File: src/rtl/lsu_wb_master_pkg.sv
// Shared constants for the load/store unit: RV32I funct3 codes, response error codes
// and the controller state encoding.
package lsu_wb_master_pkg;

   localparam logic [2:0] F3_B  = 3'b000;
   localparam logic [2:0] F3_H  = 3'b001;
   localparam logic [2:0] F3_W  = 3'b010;
   localparam logic [2:0] F3_BU = 3'b100;
   localparam logic [2:0] F3_HU = 3'b101;

   localparam logic [1:0] LSU_ERR_OK       = 2'b00;
   localparam logic [1:0] LSU_ERR_MISALIGN = 2'b01;
   localparam logic [1:0] LSU_ERR_ILLEGAL  = 2'b10;
   localparam logic [1:0] LSU_ERR_TIMEOUT  = 2'b11;

   typedef enum logic [1:0] {
      S_IDLE = 2'd0,
      S_REQ  = 2'd1,
      S_WAIT = 2'd2,
      S_RESP = 2'd3
   } lsu_state_t;

endpackage

File: src/rtl/lsu_align.sv
// Combinational size/alignment decoder: byte lanes and replicated store data,
// load-field extraction with sign/zero extension, misaligned and illegal-funct3 flags.
module lsu_align
   import lsu_wb_master_pkg::*;
(
   input  logic        we,
   input  logic [2:0]  funct3,
   input  logic [1:0]  addr_lo,
   input  logic [31:0] wdata,
   input  logic [31:0] rdata,
   output logic [3:0]  sel,
   output logic [31:0] wb_data,
   output logic [31:0] ext_rdata,
   output logic        misaligned,
   output logic        illegal
);

   logic [31:0] field;

   // The addressed byte/halfword is shifted down to bit 0 before extension.
   assign field = rdata >> {addr_lo, 3'b000};

   always_comb begin
      // NOTE: every output gets a default first so no path through the case infers a latch.
      sel        = 4'b0000;
      wb_data    = wdata;
      ext_rdata  = 32'h0;
      misaligned = 1'b0;
      illegal    = 1'b0;
      case (funct3)
         F3_B, F3_BU: begin
            sel       = 4'b0001 << addr_lo;
            wb_data   = {4{wdata[7:0]}};
            ext_rdata = (funct3 == F3_B) ? {{24{field[7]}}, field[7:0]} : {24'h0, field[7:0]};
            illegal   = we && (funct3 == F3_BU);
         end
         F3_H, F3_HU: begin
            sel        = addr_lo[1] ? 4'b1100 : 4'b0011;
            wb_data    = {2{wdata[15:0]}};
            ext_rdata  = (funct3 == F3_H) ? {{16{field[15]}}, field[15:0]} : {16'h0, field[15:0]};
            misaligned = addr_lo[0];
            illegal    = we && (funct3 == F3_HU);
         end
         F3_W: begin
            sel        = 4'b1111;
            ext_rdata  = rdata;
            misaligned = (addr_lo != 2'b00);
         end
         default: illegal = 1'b1;
      endcase
   end

endmodule

File: src/rtl/lsu_wb_master.sv
// Load/store unit: accepts one RV32I load/store, runs a single Wishbone cycle on a word
// memory and returns extended load data or an error code; a bus timeout prevents hangs.
module lsu_wb_master
   import lsu_wb_master_pkg::*;
#(
   parameter int TIMEOUT_CYCLES = 64
) (
   input  logic        i_clk,
   input  logic        i_reset_n,
   input  logic        i_req_valid,
   output logic        o_req_ready,
   input  logic        i_req_we,
   input  logic [31:0] i_req_addr,
   input  logic [31:0] i_req_wdata,
   input  logic [2:0]  i_req_funct3,
   output logic        o_rsp_valid,
   output logic [31:0] o_rsp_rdata,
   output logic [1:0]  o_rsp_err,
   output logic        o_wb_stb,
   output logic        o_wb_we,
   output logic [31:0] o_wb_addr,
   output logic [31:0] o_wb_data,
   output logic [3:0]  o_wb_sel,
   input  logic [31:0] i_wb_data,
   input  logic        i_wb_ack,
   input  logic        i_wb_stall
);

   localparam int CW = (TIMEOUT_CYCLES > 1) ? $clog2(TIMEOUT_CYCLES) : 1;
   localparam logic [CW-1:0] TMO_LAST = CW'((TIMEOUT_CYCLES > 0) ? TIMEOUT_CYCLES - 1 : 0);

   lsu_state_t    state_q, state_d;
   logic          we_q;
   logic [2:0]    funct3_q;
   logic [1:0]    addr_lo_q;
   logic [CW-1:0] tmo_cnt;
   logic          tmo_hit;
   logic          accept, bus_load;
   logic          stb_d, rsp_valid_d;
   logic [1:0]    rsp_err_d;
   logic [31:0]   rsp_rdata_d;

   logic          a_we;
   logic [2:0]    a_funct3;
   logic [1:0]    a_addr_lo;
   logic [3:0]    a_sel;
   logic [31:0]   a_wb_data, a_ext_rdata;
   logic          a_misaligned, a_illegal;

   assign o_req_ready = (state_q == S_IDLE);
   assign accept      = o_req_ready && i_req_valid;
   assign bus_load    = accept && !a_illegal && !a_misaligned;
   assign tmo_hit     = (TIMEOUT_CYCLES != 0) && (tmo_cnt == TMO_LAST);

   // The decoder checks the incoming request while idle and the latched one afterwards.
   assign a_we      = o_req_ready ? i_req_we           : we_q;
   assign a_funct3  = o_req_ready ? i_req_funct3       : funct3_q;
   assign a_addr_lo = o_req_ready ? i_req_addr[1:0]    : addr_lo_q;

   lsu_align u_align (
      .we         (a_we),
      .funct3     (a_funct3),
      .addr_lo    (a_addr_lo),
      .wdata      (i_req_wdata),
      .rdata      (i_wb_data),
      .sel        (a_sel),
      .wb_data    (a_wb_data),
      .ext_rdata  (a_ext_rdata),
      .misaligned (a_misaligned),
      .illegal    (a_illegal)
   );

   always_ff @(posedge i_clk or negedge i_reset_n) begin
      if (!i_reset_n) state_q <= S_IDLE;
      // NOTE: sequential state uses non-blocking assignment so all registers update from pre-edge values.
      else            state_q <= state_d;
   end

   always_comb begin
      state_d     = state_q;
      stb_d       = o_wb_stb;
      rsp_valid_d = 1'b0;
      rsp_err_d   = o_rsp_err;
      rsp_rdata_d = o_rsp_rdata;
      case (state_q)
         S_IDLE: if (accept) begin
            if (a_illegal || a_misaligned) begin
               state_d     = S_RESP;
               rsp_valid_d = 1'b1;
               rsp_err_d   = a_illegal ? LSU_ERR_ILLEGAL : LSU_ERR_MISALIGN;
               rsp_rdata_d = 32'h0;
            end else begin
               state_d = S_REQ;
               stb_d   = 1'b1;
            end
         end
         S_REQ: if (tmo_hit) begin
            state_d     = S_RESP;
            stb_d       = 1'b0;
            rsp_valid_d = 1'b1;
            rsp_err_d   = LSU_ERR_TIMEOUT;
            rsp_rdata_d = 32'h0;
         end else if (!i_wb_stall) begin
            state_d = S_WAIT;
            stb_d   = 1'b0;
         end
         S_WAIT: if (i_wb_ack) begin
            state_d     = S_RESP;
            rsp_valid_d = 1'b1;
            rsp_err_d   = LSU_ERR_OK;
            rsp_rdata_d = we_q ? 32'h0 : a_ext_rdata;
         end else if (tmo_hit) begin
            state_d     = S_RESP;
            rsp_valid_d = 1'b1;
            rsp_err_d   = LSU_ERR_TIMEOUT;
            rsp_rdata_d = 32'h0;
         end
         default: state_d = S_IDLE;
      endcase
   end

   always_ff @(posedge i_clk or negedge i_reset_n) begin
      if (!i_reset_n) begin
         o_wb_stb    <= 1'b0;
         o_wb_we     <= 1'b0;
         o_wb_addr   <= 32'h0;
         o_wb_data   <= 32'h0;
         o_wb_sel    <= 4'b0000;
         o_rsp_valid <= 1'b0;
         o_rsp_err   <= LSU_ERR_OK;
         o_rsp_rdata <= 32'h0;
         we_q        <= 1'b0;
         funct3_q    <= 3'b000;
         addr_lo_q   <= 2'b00;
         tmo_cnt     <= '0;
      end else begin
         o_wb_stb    <= stb_d;
         o_rsp_valid <= rsp_valid_d;
         o_rsp_err   <= rsp_err_d;
         o_rsp_rdata <= rsp_rdata_d;
         if (accept) begin
            we_q      <= i_req_we;
            funct3_q  <= i_req_funct3;
            addr_lo_q <= i_req_addr[1:0];
         end
         if (bus_load) begin
            o_wb_we   <= i_req_we;
            o_wb_addr <= {2'b00, i_req_addr[31:2]};
            o_wb_data <= a_wb_data;
            o_wb_sel  <= a_sel;
         end
         // Idle is the only way into S_REQ, so clearing here clears on entry.
         if (state_q == S_IDLE)      tmo_cnt <= '0;
         else if (state_q != S_RESP) tmo_cnt <= tmo_cnt + 1'b1;
      end
   end

endmodule

File: config.mk
export PLATFORM = sky130hd
export DESIGN_NAME = lsu_wb_master
export DESIGN_NICKNAME = d
export VERILOG_FILES = /design/src/rtl/lsu_wb_master_pkg.sv /design/src/rtl/lsu_align.sv /design/src/rtl/lsu_wb_master.sv
export SDC_FILE = /design/constraint.sdc
export NUM_CORES = 1
export LEC_CHECK = 0
export CAP_MARGIN = 15
export CORE_UTILIZATION = 41
export DETAILED_ROUTE_END_ITERATION = 7
export PLACE_DENSITY = 0.77
export SYNTH_ARGS = -nofsm -noshare
export SYNTH_HDL_FRONTEND = slang
export SYNTH_SLANG_ARGS = --single-unit
File: constraint.sdc
create_clock -name i_clk -period 2.38 [get_ports i_clk]
set_input_delay 0.714 -clock i_clk [delete_from_list [all_inputs] [get_ports i_clk]]
set_output_delay 0.714 -clock i_clk [all_outputs]
set_load 0.01 [all_outputs]
Word-level counts from Yosys, hierarchy flattened
Cells that the tools add are included.
{"block": "word_totals", "elab_cells": 90, "regBits": 117}
{"block": "classes", "mux": 42, "n_reduce_logical": 19, "n_addsub": 1, "shift": 2, "eq_ne": 13}
{"op": "two-way mux 32 bit", "n": 7}
{"op": "case mux 32 bit (3 select lines)", "n": 2}
{"op": "case mux 32 bit (2 select lines)", "n": 1}
{"op": "right shift 32 x 5 -> 16 bit", "n": 1}
{"op": "two-way mux 2 bit", "n": 12}
{"op": "two-way mux 6 bit", "n": 2}
{"op": "case mux 2 bit (3 select lines)", "n": 2}
{"op": "case mux 4 bit (3 select lines)", "n": 1}
{"op": "two-way mux 1 bit", "n": 9}
{"op": "adder 6 x 1 -> 6 bit, second input constant", "n": 1}
{"op": "equality test 3 bit, second input constant", "n": 2}
{"op": "equality test 6 bit, second input constant", "n": 1}
{"op": "inequality test 3 bit, second input constant", "n": 2}
{"op": "case mux 1 bit (3 select lines)", "n": 2}
{"op": "AND reduction 3 bit", "n": 2}
{"op": "nonzero test 2 bit", "n": 3}
{"op": "logical AND 1 bit", "n": 5}
{"op": "two-way mux 4 bit", "n": 1}
{"op": "inequality test 2 x 1 -> 1 bit, second input constant", "n": 2}
{"op": "inequality test 2 bit, second input constant", "n": 2}
{"op": "case mux 1 bit (2 select lines)", "n": 2}
{"op": "AND reduction 4 bit", "n": 1}
{"op": "OR reduction 2 bit", "n": 2}
{"op": "<< shifter 1 x 2 -> 4 bit, first input constant", "n": 1}
{"op": "10 further kinds", "n": 11}

Longest topological paths before layout
Gate-level depths: netlist of run 1.
{"block": "depth", "depth_word": 9, "mapped_depth": 11, "mapped_depth_nobuf": 7}

Modules after synthesis
From an unflattened synthesis of run 1, not the netlist that was laid out.
{"block": "hier_totals", "hier_cells": 475, "hier_area_um2": 5858.1}
{"mod": "lsu_wb_master", "area_per_inst_um2": 4682.0, "seq_area_each_um2": 2927.8, "n_inst": 1, "cells_each": 318}
{"mod": "lsu_align", "area_per_inst_um2": 1176.1, "seq_area_each_um2": 0.0, "n_inst": 1, "cells_each": 157}

Least setup slack after synthesis of run 1
No wires, ideal clock.
{"block": "synth_path", "path_kind": "reg2reg", "startpoint": "register state_q[0]", "endpoint": "register o_rsp_rdata[2]", "required_time_ns": 2.247, "stages_incl_launch_ff": 9, "path_slack_ns": -0.019, "t_arrival_ns": 2.266, "setup_time_ns": 0.133, "cell_sequence": "dfrtp_1 inv_1 ha_1 buf_6 mux2i_2 buf_4 mux4_2 a22oi_1 o2bb2ai_1"}
{"block": "synth_via", "elab_chain_cells": 8, "word_cells_on_any_way": 31}
{"item": "start: declaration", "line_no": "lsu_wb_master.sv:32", "source": "lsu_state_t state_q, state_d;"}
{"item": "start signal: assignment", "line_no": "lsu_wb_master.sv:76", "source": "else state_q <= state_d;"}
{"item": "logical NOT 2 bit (*)", "line_no": "lsu_wb_master.sv:50", "source": "assign o_req_ready = (state_q == S_IDLE);"}
{"item": "named net o_req_ready", "line_no": "lsu_wb_master.sv:11", "source": "output logic o_req_ready,"}
{"item": "two-way mux 2 bit or two-way mux 3 bit (tied branches)", "line_no": "lsu_wb_master.sv:58, lsu_wb_master.sv:57"}
{"item": "right shift 32 x 5 -> 16 bit (tied with other cells)", "line_no": "lsu_align.sv:21", "source": "assign field = rdata >> {addr_lo, 3'b000};"}
{"item": "two-way mux 32 bit (tied with other cells)", "line_no": "lsu_align.sv:40", "source": "ext_rdata = (funct3 == F3_H) ? {{16{field[15]}}, field[15:0]} : {16'h0, field[15:0]};"}
{"item": "case mux 32 bit (3 select lines) (tied with other cells)", "line_no": "lsu_align.sv:30", "source": "case (funct3)"}
{"item": "two-way mux 32 bit or logical OR 1 bit (tied branches)", "line_no": "lsu_wb_master.sv:111, lsu_wb_master.sv:87"}
{"item": "two-way mux 32 bit or inequality test 2 x 1 -> 1 bit (tied branches)"}
{"item": "case mux 32 bit (3 select lines) or AND reduction 3 bit (tied branches)"}
{"item": "end signal: assignment", "line_no": "lsu_wb_master.sv:140", "source": "o_rsp_rdata <= rsp_rdata_d;"}
{"item": "end: declaration", "line_no": "lsu_wb_master.sv:17", "source": "output logic [31:0] o_rsp_rdata,"}
Mark *: on every way through the listed nets, which the timed path passes. The rest lies on a longest branch.
A chain may end at the register's enable or synchronous reset.

Worst setup path in the final report of run 1
{"block": "layout_path", "startpoint": "input i_req_addr[1]", "endpoint": "register o_wb_data[0]"}
{"block": "layout_via", "elab_chain_cells": 5}
{"item": "start: declaration", "line_no": "lsu_wb_master.sv:13", "source": "input logic [31:0] i_req_addr,"}
{"item": "two-way mux 2 bit", "line_no": "lsu_wb_master.sv:58", "source": "assign a_addr_lo = o_req_ready ? i_req_addr[1:0] : addr_lo_q;"}
{"item": "nonzero test 2 bit", "line_no": "lsu_align.sv:47", "source": "misaligned = (addr_lo != 2'b00);"}
{"item": "case mux 1 bit (2 select lines)", "line_no": "lsu_align.sv:30"}
{"item": "logical NOT 1 bit", "line_no": "lsu_wb_master.sv:52", "source": "assign bus_load = accept && !a_illegal && !a_misaligned;"}
{"item": "logical AND 1 bit", "line_no": "lsu_wb_master.sv:52"}
{"item": "end signal: assignment", "line_no": "lsu_wb_master.sv:149", "source": "o_wb_data <= a_wb_data;"}
{"item": "end: declaration", "line_no": "lsu_wb_master.sv:22", "source": "output logic [31:0] o_wb_data,"}
No other way between the ends.

==> results of run 1 <==
==> path summary, 6_finish.rpt <==
check	start	end	depth (start not counted)
worst max-delay path	i_req_addr[1]	o_wb_data[0]	7
worst min-delay path	i_reset_n	o_wb_addr[26]	1
worst max register to register	state_q[1]	o_wb_data[0]	8
worst min register to register	o_wb_sel[2]	o_wb_sel[2]	1
max in group asynchronous	i_reset_n	o_rsp_rdata[23]	2
min in group i_clk	o_wb_sel[2]	o_wb_sel[2]	1
==> layout make-up <==
cell class	instances	area (um^2)
fill	1047	4530
sequential	117	2930
multi-input combinational	388	2840
timing repair buffer	280	2810
clock buffer	19	443
tap	180	225
clock inverter	13	155
inverter	13	48.8
antenna	1	2.50
==> flip-flops by register name, indices dropped and copies added (netlist names) <==
name	count
state_q	2
o_rsp_valid	1
addr_lo_q	2
funct3_q	3
we_q	1
o_wb_addr	30
o_rsp_rdata	32
o_wb_data	32
o_wb_stb	1
o_wb_we	1
o_wb_sel	4
tmo_cnt	6
o_rsp_err	2
==> per-layer routing <==
layer | share of wire (%) | global-route usage, % | up-vias
met5 | 0 | 0 | -
met4 | 3.6 | 13.0 | 0
met3 | 6.9 | 5.20 | 49
met2 | 49 | 39.7 | 267
met1 | 40 | 29.8 | 2759
li1 | - | - | 2579
==> worst register-to-register path: stages, from the launching register on <==
cell and delay, ps:
dfrtp_1 400, inv_2 90, ha_4 210, nor3b_4 300
o22ai_4 130, a211oi_4 420, buf_6 170, buf_12 140
mux2_2 340
==> through the flow <==
stage	worst slack, ps	hold slack [ps]	power (mW)	util, %
floorplan	25.7	418	6.85	-
global placement	-287	473	10.0	62.3
detailed placement	-381	478	10.3	62.3
CTS	0.690	152	12.9	66.8
global route	-20.0	164	13.9	67.6
finish	3.14	160	13.1	67.6
==> logic make-up (layout without fill, tap and decap cells) <==
kind of cell             Yosys count  in the layout  synth area share (%)
buffers and inverters             52            325                  4.70
other                              1              3                0.0631
AND/OR/NAND/NOR                  167            167                  13.0
AO/OA/AOI/OAI                    151            151                  18.7
multiplexers                      62             62                  13.0
flip-flops                       117            117                  49.3
adder cells (fa/ha/maj)            6              6                  1.26
==> synthesized netlist by cell type (all sizes together) (8+ instances only) <==
master,instances,area share [%]
dfrtp,117,49
a31oi,26,2.7
nand3,19,1.6
clkbuf,10,0.63
nor2,36,2.3
buf,29,3.2
a21oi,20,1.7
o211ai,8,1.0
a22o,24,3.5
nor3,13,1.2
o21ai,17,1.4
a22oi,15,1.9
inv,13,0.82
mux2i,8,1.5
nand2,73,4.6
mux2,47,8.9
==> report_power, final <==
group	switching [mW]	leakage (nW)	internal (mW)
combinational	3.34	2.32	3.84
sequential	0.525	1.46	2.78
clock	0.914	0.289	1.67
total	4.78	4.06	8.29
==> placed cells by master (no fill, tap or decap), drive strengths merged, types with 17 or more instances in the layout <==
| cell | count |
|---|---|
| mux2 | 47 |
| a22o | 24 |
| a31oi | 26 |
| o21ai | 17 |
| buf | 72 |
| clkbuf | 20 |
| dfrtp | 117 |
| nand2 | 73 |
| nand3 | 19 |
| clkdlybuf4s50 | 203 |
| nor2 | 36 |
| a21oi | 20 |
==> what timing repair did <==
action / CTS / global route
gates cloned: 0 / 2
setup buffers: 1 / 2
pin swaps: 1 / 7
endpoints found under the setup margin: 41 / 94
hold buffers: 0 / 0
resized for setup: 7 / 19
==> summary.md, run 1 <==
| Metric | Value |
|---|---|
| Outcome | `complete, no violations` |
| Placer Congestion | `0.880` |
| Clock Sinks | `117` |
| Nets@finish | `928` |
| Synthesized netlist cell count | `556` |
| Worst path arrival time | `2670 ps` |
| Netlist Area Pre-Place | `5940 um^2` |
| Hold Path Class | `in2async` |
| Critical Path Source Type | `input port` |
| Worst path max stage delay | `490 ps` |
| Grt ovf | `0` |
| Ys async rst share | `100%` |
| Root Driver | `clkbuf_16` |
| H-Tree Depth | `4` |
| Port Buffers | `208` |
| Final hold vios | `0` |
| Placed Cells | `974` |
| Period utilization | `99.9%` |
| Slowest cell on crit path | `clkdlybuf4s50_1` |
| CP endpoint kind | `flip-flop` |
| CP delay by family, top | `buffers and inverters` |
| Layout cells sized above 1 | `22.0%` |
| Ys Warns | `0` |
| 1st-pass router iterations | `6` |
| Pwr Density | `1380 nW/um^2` |
| Post-Layout Cell Count | `1011` |
| Die ar. | `15000 um^2` |
| Sequential share of the synthesized area | `49.3%` |
| Vias | `5654` |
| Layout Area Growth over Synthesis | `59.2%` |
| Reg2Reg Setup Slack | `70 ps` |
| Ys flop type | `dfrtp_1` |
| Headroom to the max-slew limit | `63.0%` |
| Dpl hpwl | `13.2 mm` |
| #FFs+latches synth | `117` |
| Worst Skew | `8.04 ps` |
| Vias in the first global route | `5629` |
| Clock buffer depth | `2` |
| Clock-pin slew on the worst setup and hold paths | `50 ps` |
| Routed Antenna Nets | `0` |
| CTS tree | `done` |
| Cell chain of the critical path | `clkdlybuf4s50_1 -> nor3b_4 -> o22ai_4 -> a211oi_4 -> buf_6 -> buf_12 -> mux2_2` |
| Initial DRC Count | `406` |
| First-pass GRT wire length | `27.9 mm` |
| Cell variety after synth | `57` |
| Largest net degree at the start of global routing | `67` |
| Tmin final | `2380 ps` |
| Crit-path max FO | `12` |
| Setup TNS Final | `0 ps` |
| Rows | `43` |
| Post-route cell area | `9460 um^2` |
| Core Region | `14000 um^2` |
| Lkg Pwr | `4.06 nW` |
| Initial antenna violation count | `1` |
| Critical path class | `in2reg` |
| Final Max Tran Viols | `0` |
| Max_cap viols | `0` |
| Num CTS Buffers | `17` |
| EDFF count, synth | `0` |
| Peak VDD IR | `907 uV` |
| Avg WL per Cell | `18.1 um` |
| Final setup violation count | `0` |
| Slew at the pin closest to its max-slew limit | `552 ps` |
| Total GRT Usage | `24.2%` |
| DR DRC count | `0` |
| Chip width | `122 um` |
| Via density | `5.59` |
| Starting density of the core | `42.5%` |
| CP Buf/Inv Count | `3` |
| Placed Area | `8710 um^2` |
| Die Ht | `122 um` |
| Post-Syn Area per Cell | `10.7 um^2` |
| Routed wire length | `18.3 mm` |
| Worst skew pair latency | `410 ps` |
| I/O pins | `211` |
| Max Fclk | `421 MHz` |
| Worst EP required | `2670 ps` |
No activity file was read; power rests on OpenSTA's default activity.
==> run 2, diff against run 1 <==
--- a/config.mk
+++ b/config.mk
@@ -5,10 +5,12 @@
 export SDC_FILE = /design/constraint.sdc
 export NUM_CORES = 1
 export LEC_CHECK = 0
+export ABC_AREA = 1
 export CAP_MARGIN = 15
-export CORE_UTILIZATION = 41
+export CORE_UTILIZATION = 43
 export DETAILED_ROUTE_END_ITERATION = 7
-export PLACE_DENSITY = 0.77
+export PLACE_DENSITY = 0.78
+export SLEW_MARGIN = 40
 export SYNTH_ARGS = -nofsm -noshare
 export SYNTH_HDL_FRONTEND = slang
 export SYNTH_SLANG_ARGS = --single-unit
==> run 2 against run 1 <==
Via count grew 25%. Flip-flop and latch count unchanged. Clock skew increased by 0.65 ps. Largest cell class is now multi-input combinational cells. Largest power group unchanged. Highest routed layer unchanged. Synthesized area grew 14%. Critical path type is now reg2reg.
==> summary.md, run 2 <==
| Metric | Value |
|---|---|
| Outcome | `complete, no violations (unchanged)` |
| Sequential share of the synthesized area | `43.4% (was 49.3%)` |
| Routed wire length | `20.5 mm (was 18.3 mm)` |
| Synthesized netlist cell count | `961 (was 556)` |
| Peak VDD IR | `724 uV (was 907 uV)` |
| Tmin final | `2150 ps (was 2380 ps)` |
| Die Ht | `127 um (was 122 um)` |
| Cell variety after synth | `32 (was 57)` |
| Ys flop type | `dfrtp_1 (unchanged)` |
| Core Region | `15300 um^2 (was 14000 um^2)` |
| Final Max Tran Viols | `0 (unchanged)` |
| Worst EP required | `2670 ps (about the same)` |
| Initial antenna violation count | `0 (was 1)` |
| Critical Path Source Type | `flip-flop (was input port)` |
| Top cells by area, synth | `dfrtp_1 43%, nand2_1 26%, nand3_1 7.6% (was dfrtp_1 49%, mux2_2 8.9%, nand2_1 4.6%)` |
| H-Tree Depth | `4 (unchanged)` |
| Largest net degree at the start of global routing | `46 (was 67)` |
| Most frequent cells in the layout | `465 x nand2_1, 206 x clkdlybuf4s50_1, 117 x dfrtp_1 (was 203 x clkdlybuf4s50_1, 117 x dfrtp_1, 73 x nand2_1)` |
| Critical path class | `reg2reg (was in2reg)` |
| Clock Sinks | `117 (unchanged)` |
| Pwr Density | `1350 nW/um^2 (was 1380 nW/um^2)` |
| Total GRT Usage | `26.2% (was 24.2%)` |
| Rows | `45 (was 43)` |
| Commonest non-fill, non-tap cell in the layout | `nand2_1 (was clkdlybuf4s50_1)` |
| Via density | `5.02 (was 5.59)` |
| Max_cap viols | `0 (unchanged)` |
| First-pass GRT wire length | `33.1 mm (was 27.9 mm)` |
| EDFF count, synth | `0 (unchanged)` |
| Lkg Pwr | `5.15 nW (was 4.06 nW)` |
| WHS | `260 ps (was 160 ps)` |
| Worst skew pair latency | `420 ps (was 410 ps)` |
| Root Driver | `clkbuf_16 (unchanged)` |
| Reg2Reg Setup Slack | `230 ps (was 70 ps)` |
| Clock buffer depth | `2 (unchanged)` |
| Final hold vios | `0 (unchanged)` |
| RSZ-0062 raised after global routing | `no` |
| I/O pins | `211 (unchanged)` |
| Vias | `7077 (was 5654)` |
| Biggest regs | `o_rsp_rdata x32, o_wb_data x32, o_wb_addr x30 (unchanged)` |
| Ys Warns | `0 (unchanged)` |
| Period utilization | `90.2% (was 99.9%)` |
| Synth top area share | `43.4% (was 49.3%)` |
| Worst path arrival time | `2430 ps (was 2670 ps)` |
| Post-synth top area cell | `dfrtp_1 (unchanged)` |
| Ys async rst share | `100% (unchanged)` |
| Crit-path max FO | `45 (was 12)` |
| Pre-CTS WS | `-55.4 ps (was -381 ps)` |
| Avg WL per Cell | `14.5 um (was 18.1 um)` |
| Layout Area Growth over Synthesis | `47.3% (was 59.2%)` |
| Final worst slack | `233 ps (was 3.14 ps)` |
| Die ar. | `16200 um^2 (was 15000 um^2)` |
| CTS tree | `done (unchanged)` |
| 1st-pass router iterations | `8 (was 6)` |
| Clock-pin slew on the worst setup and hold paths | `60 ps (was 50 ps)` |
| # hold bufs at CTS | `0 (unchanged)` |
| Num CTS Buffers | `17 (unchanged)` |
| Nets@finish | `1297 (was 928)` |
| Grt ovf | `0 (unchanged)` |
| #FFs+latches synth | `117 (unchanged)` |
| CP endpoint kind | `flip-flop (unchanged)` |
| Starting density of the core | `44.2% (was 42.5%)` |
| Hold Path Class | `in2async (unchanged)` |
| Postcts setup bufs | `0 (was 1)` |
| Routed Antenna Nets | `0 (unchanged)` |
| Dpl hpwl | `14.8 mm (was 13.2 mm)` |
| Diodes inserted | `0 (was 1)` |
| DR DRC count | `0 (unchanged)` |
| Netlist Area Pre-Place | `6750 um^2 (was 5940 um^2)` |
| Post-Syn Area per Cell | `7.02 um^2 (was 10.7 um^2)` |
| Worst Skew | `8.69 ps (was 8.04 ps)` |
| Initial DRC Count | `558 (was 406)` |
| Max Fclk | `466 MHz (was 421 MHz)` |
| Placer Congestion | `0.902 (was 0.880)` |
| Most common cell in the netlist | `nand2_1 (was dfrtp_1)` |
| Fillers | `1262 (was 1047)` |
| Layout cells sized above 1 | `9.84% (was 22.0%)` |
| Top cell types by occurrence after synthesis | `465 x nand2_1, 117 x dfrtp_1, 102 x nand3_1, 76 x o21ai_0, 72 x inv_1 (was 117 x dfrtp_1, 73 x nand2_1, 47 x mux2_2, 36 x nor2_1, 26 x a31oi_1)` |
| Vias in the first global route | `6581 (was 5629)` |
| Port Buffers | `208 (unchanged)` |
| Chip width | `127 um (was 122 um)` |
| Final setup violation count | `0 (unchanged)` |
## run 2: layout make-up
cell class                 instances  area (um^2)  area share, %
tap                              211          264           2.66
clock buffer                      20          447           4.49
multi-input combinational        717         3210           32.3
inverter                          74          280           2.82
clock inverter                    12          178           1.79
sequential                       117         2930           29.4
timing repair buffer             259         2640           26.5
## run 2: power breakdown
part / internal (mW) / leakage [nW] / switching [mW] / total, mW
Combinational: 3.30 / 3.32 / 4.27 / 7.57
Clock: 1.78 / 0.304 / 0.938 / 2.72
Sequential: 2.69 / 1.53 / 0.416 / 3.11
## run 2: repair_timing
| item | in CTS | in global routing |
|---|---|---|
| endpoints found under the hold margin | 0 | 0 |
| resized for setup | 4 | 0 |
| setup endpoints to repair | 1 | 0 |
## run 2: metrics by stage
stage               instances  util (%)  total power, mW  TNS, ps  instance area, um^2
finish                   1410      65.2             13.4        0                 9940
global route             1410      65.2             14.4        0                 9940
CTS                      1410      65.2             13.4        0                 9940
detailed placement       1378      61.0             10.6    -1900                 9310
global placement         1378      61.0             10.5     -707                 9310
floorplan                 962         -             7.49        0                 6750
## run 2: worst max-delay path, stage by stage (launching register included)
cell and delay (ps):
dfrtp_1 430, inv_2 110, ha_4 190, buf_4 180, nand2_1 60, nand2_1 130
inv_1 70, nand2_1 60, nand2_1 60, nand2_2 90, nand3_2 210, buf_12 260
nand2_1 80, o21ai_0 90
## run 2: path summary, 6_finish.rpt
path,from,to,cells after the start
worst max-delay path,state_q[0],o_wb_we,13
worst min-delay path,i_reset_n,o_wb_data[24],1
worst max register to register,state_q[0],o_wb_we,13
worst min register to register,o_wb_addr[29],o_wb_addr[29],2
max in group asynchronous,i_reset_n,o_wb_data[3],2
min in group i_clk,o_wb_addr[29],o_wb_addr[29],2
## run 2: layer usage
metal  global-route usage, %  up-vias  routed length [um]
met2                    44.2      311                9810
li1                        -     3483                   -
met5                       0        -                   0
met4                    8.40        0                 397
met3                    6.24       33                1430
met1                    33.2     3250                8860
## run 2: kinds of logic (layout without fill, tap and decap cells)
logic type	Yosys count	after routing	synth area share, %
other cells	1	2	0.0556
fa+ha+maj	6	6	1.11
simple gates	608	608	38.1
xor+xnor	1	1	0.130
buf+inv	128	365	9.35
flops	117	117	43.4
compound gates	100	100	7.83
==> run 3, diff against run 2 <==
--- a/config.mk
+++ b/config.mk
@@ -7,9 +7,9 @@
 export LEC_CHECK = 0
 export ABC_AREA = 1
 export CAP_MARGIN = 15
-export CORE_UTILIZATION = 43
+export CORE_UTILIZATION = 47
 export DETAILED_ROUTE_END_ITERATION = 7
-export PLACE_DENSITY = 0.78
+export PLACE_DENSITY = 0.81
 export SLEW_MARGIN = 40
 export SYNTH_ARGS = -nofsm -noshare
 export SYNTH_HDL_FRONTEND = slang
==> constraint.sdc (replaced) <==
create_clock -name i_clk -period 2 [get_ports i_clk]
set_input_delay 0.6 -clock i_clk [delete_from_list [all_inputs] [get_ports i_clk]]
set_output_delay 0.6 -clock i_clk [all_outputs]
set_load 0.01 [all_outputs]
==> run 3 against run 2 <==
First-iteration DRC count is 33% higher. Fmax is 7.9% higher. Die area is 8.4% lower. Critical path depth up 2. Clock skew increased by 0.77 ps. Clock power rose by 22%. Largest cell class unchanged.
==> summary.md, run 3 (synthesis gave the netlist of run 2 again) <==
| Metric | Value |
|---|---|
| Routed wire length | `23.4 mm (was 20.5 mm)` |
| Vias in the first global route | `6651 (was 6581)` |
| Clock-pin slew on the worst setup and hold paths | `60 ps (about the same)` |
| Headroom to the max-slew limit | `58.2%` |
| Final setup violation count | `0 (unchanged)` |
| Clock Sinks | `117 (unchanged)` |
| Dpl hpwl | `14.7 mm (was 14.8 mm)` |
| Worst path arrival time | `2350 ps (was 2430 ps)` |
| Max_cap viols | `0 (unchanged)` |
| Outcome | `complete, no violations (unchanged)` |
| Layout Area Growth over Synthesis | `57.7% (was 47.3%)` |
| Most frequent cells in the layout | `435 x nand2_1, 198 x clkdlybuf4s50_1, 117 x dfrtp_1 (was 465 x nand2_1, 206 x clkdlybuf4s50_1, 117 x dfrtp_1)` |
| Avg WL per Cell | `16.5 um (was 14.5 um)` |
| Routed Antenna Nets | `0 (unchanged)` |
| Final Max Tran Viols | `0 (unchanged)` |
| Port Buffers | `208 (unchanged)` |
| Core Region | `13900 um^2 (was 15300 um^2)` |
| Slew at the pin closest to its max-slew limit | `627 ps` |
| DR DRC count | `0 (unchanged)` |
| Commonest non-fill, non-tap cell in the layout | `nand2_1 (unchanged)` |
| Root Driver | `clkbuf_16 (unchanged)` |
| Post-route cell area | `10600 um^2 (was 9940 um^2)` |
| Placer Congestion | `0.891 (was 0.902)` |
| Internal Power | `10.5 mW (was 7.77 mW)` |
| H-Tree Depth | `4 (unchanged)` |
| Net Sw Frac | `42.0% (about the same)` |
| Cell with the most instances on the worst path | `nand2_1 (unchanged)` |
| Peak VDD IR | `966 uV (was 724 uV)` |
| Layout cells sized above 1 | `15.4% (was 9.84%)` |
| Setup TNS Final | `0 ps (unchanged)` |
| Fillers | `961 (was 1262)` |
| Placed Cells | `1358 (was 1378)` |
| I/O pins | `211 (unchanged)` |
| WHS | `281 ps (was 260 ps)` |
| Pre-CTS WS | `-402 ps (was -55.4 ps)` |
| Die ar. | `14800 um^2 (was 16200 um^2)` |
| Critical Path Source Type | `flip-flop (unchanged)` |
| Post-Layout Cell Count | `1418 (was 1410)` |
| Slowest cell on crit path | `dfrtp_1 (unchanged)` |
| Worst path max stage delay | `390 ps (was 430 ps)` |
| Period utilization | `99.5% (was 90.2%)` |
| Tmin final | `1990 ps (was 2150 ps)` |
| Clk network pwr share | `18.3% (was 20.3%)` |
| Pwr Density | `1700 nW/um^2 (was 1350 nW/um^2)` |
| Initial antenna violation count | `1 (was 0)` |
| Chip width | `122 um (was 127 um)` |
| Final worst slack | `10.7 ps (was 233 ps)` |
| Placed Area | `9350 um^2 (was 9310 um^2)` |
| Worst Skew | `9.46 ps (was 8.69 ps)` |
| Cell chain of the critical path | `inv_2 -> ha_4 -> buf_6 -> nand2_2 -> buf_4 -> nand3_1 -> nand2_1 -> nand2_2 -> nand3_4 -> buf_12 -> nand3_2 -> nand2_1 -> nand2_1 -> nand2_2 -> nand2_1 (was inv_2 -> ha_4 -> buf_4 -> nand2_1 -> nand2_1 -> inv_1 -> nand2_1 -> nand2_1 -> nand2_2 -> nand3_2 -> buf_12 -> nand2_1 -> o21ai_0)` |
| CP delay by family, top | `simple AND/OR/NAND/NOR gates (unchanged)` |
| First-pass GRT wire length | `32.7 mm (was 33.1 mm)` |
| Biggest regs | `o_rsp_rdata x32, o_wb_data x32, o_wb_addr x30 (unchanged)` |
| Clock buffer depth | `2 (unchanged)` |
| Sequential power share | `20.5% (was 23.2%)` |
| Total GRT Usage | `28.7% (was 26.2%)` |
| Vias | `7576 (was 7077)` |
| Rows | `43 (was 45)` |
| 1st-pass router iterations | `6 (was 8)` |
| Comb power frac | `61.2% (was 56.5%)` |
| Starting density of the core | `48.4% (was 44.2%)` |
| Largest net degree at the start of global routing | `118 (was 46)` |
| Nets@finish | `1335 (was 1297)` |
| Max Fclk | `503 MHz (was 466 MHz)` |
| Die Ht | `122 um (was 127 um)` |
| CP endpoint kind | `flip-flop (unchanged)` |
| Psw | `7.61 mW (was 5.63 mW)` |
| RSZ-0062 raised after global routing | `yes (was no)` |
| CTS tree | `done (unchanged)` |
| Critical path class | `reg2reg (unchanged)` |
| Lkg Pwr | `5.58 nW (was 5.15 nW)` |
| CP Buf/Inv Count | `4 (unchanged)` |
| Num CTS Buffers | `17 (unchanged)` |
| Grt ovf | `0 (unchanged)` |
| Via density | `5.34 (was 5.02)` |
| Worst skew pair latency | `430 ps (was 420 ps)` |
| Final hold vios | `0 (unchanged)` |
| Hold Path Class | `in2async (unchanged)` |
| Worst EP required | `2360 ps (was 2670 ps)` |
| Initial DRC Count | `741 (was 558)` |
| Crit-path max FO | `13 (was 45)` |
## run 3: cell types whose count changed in the layout (fill, tap and decap cells not counted), sizes merged
| cell | previous run | this run |
|---|---|---|
| clkinvlp | 1 | 4 |
| dlymetal6s2s | 0 | 7 |
| diode | 0 | 1 |
| clkinv | 6 | 2 |
| buf | 52 | 80 |
| inv | 75 | 73 |
| clkdlybuf4s50 | 206 | 198 |
| clkbuf | 20 | 34 |
## run 3: power by group through the flow
stage                     clock network, mW  logic (mW)  registers (mW)
after CTS                              3.32        9.42            3.70
after global placement                    0        9.02            3.70
after floorplan                           0        4.94            4.00
after detailed placement                  0        9.18            3.73
final                                  3.32        11.1            3.72
after global routing                   3.45        11.9            3.80
## run 3: path summary, 6_finish.rpt
path,end,start,slack (ps),cells after the start
max in group asynchronous,o_rsp_rdata[20],i_reset_n,1270,2
worst min register to register,o_wb_addr[29],o_wb_addr[29],480,2
worst max-delay path,o_rsp_rdata[17],state_q[0],10,15
min in group i_clk,o_wb_addr[29],o_wb_addr[29],480,2
worst min-delay path,o_wb_data[24],i_reset_n,280,2
worst max register to register,o_rsp_rdata[17],state_q[0],10,15
## run 3: routing by layer
metal  global-route usage [%]  share of wire [%]  up-vias
li1                         -                  -     3564
met5                        0                  0        -
met4                     9.88                3.3        0
met1                     35.8                 39     3518
met3                     7.77                9.5       69
met2                     47.7                 48      425
## run 3: layout make-up
type	count	area, um^2	area share, %
timing repair buffer	296	3160	29.7
inverter	74	292	2.74
clock buffer	24	492	4.62
sequential	117	2930	27.5
clock inverter	8	145	1.36
multi-input combinational	717	3390	31.8
antenna	1	2.50	0.0235
tap	180	225	2.12
timing repair inverter	1	7.51	0.0705
## run 3: worst reg2reg max path, delay by kind of cell (launching register included)
family | cells | cell delay (ps)
fa+ha+maj | 1 | 200
simple gates | 10 | 790
flops | 1 | 390
buf+inv | 4 | 570
## run 3: timing repair
item | in CTS | in global routing
resized for setup | 11 | 76
pin swaps | 1 | 6
setup endpoints to repair | 103 | 113
buffers inserted | 2 | 11
gates cloned | 1 | 13
hold buffers | 0 | 0
## run 3: through the flow
stage | power (mW) | utilization, %
after floorplan | 8.95 | -
after global placement | 12.7 | 67.1
after detailed placement | 12.9 | 67.1
after CTS | 16.4 | 72.1
after global routing | 19.2 | 76.4
final | 18.1 | 76.4
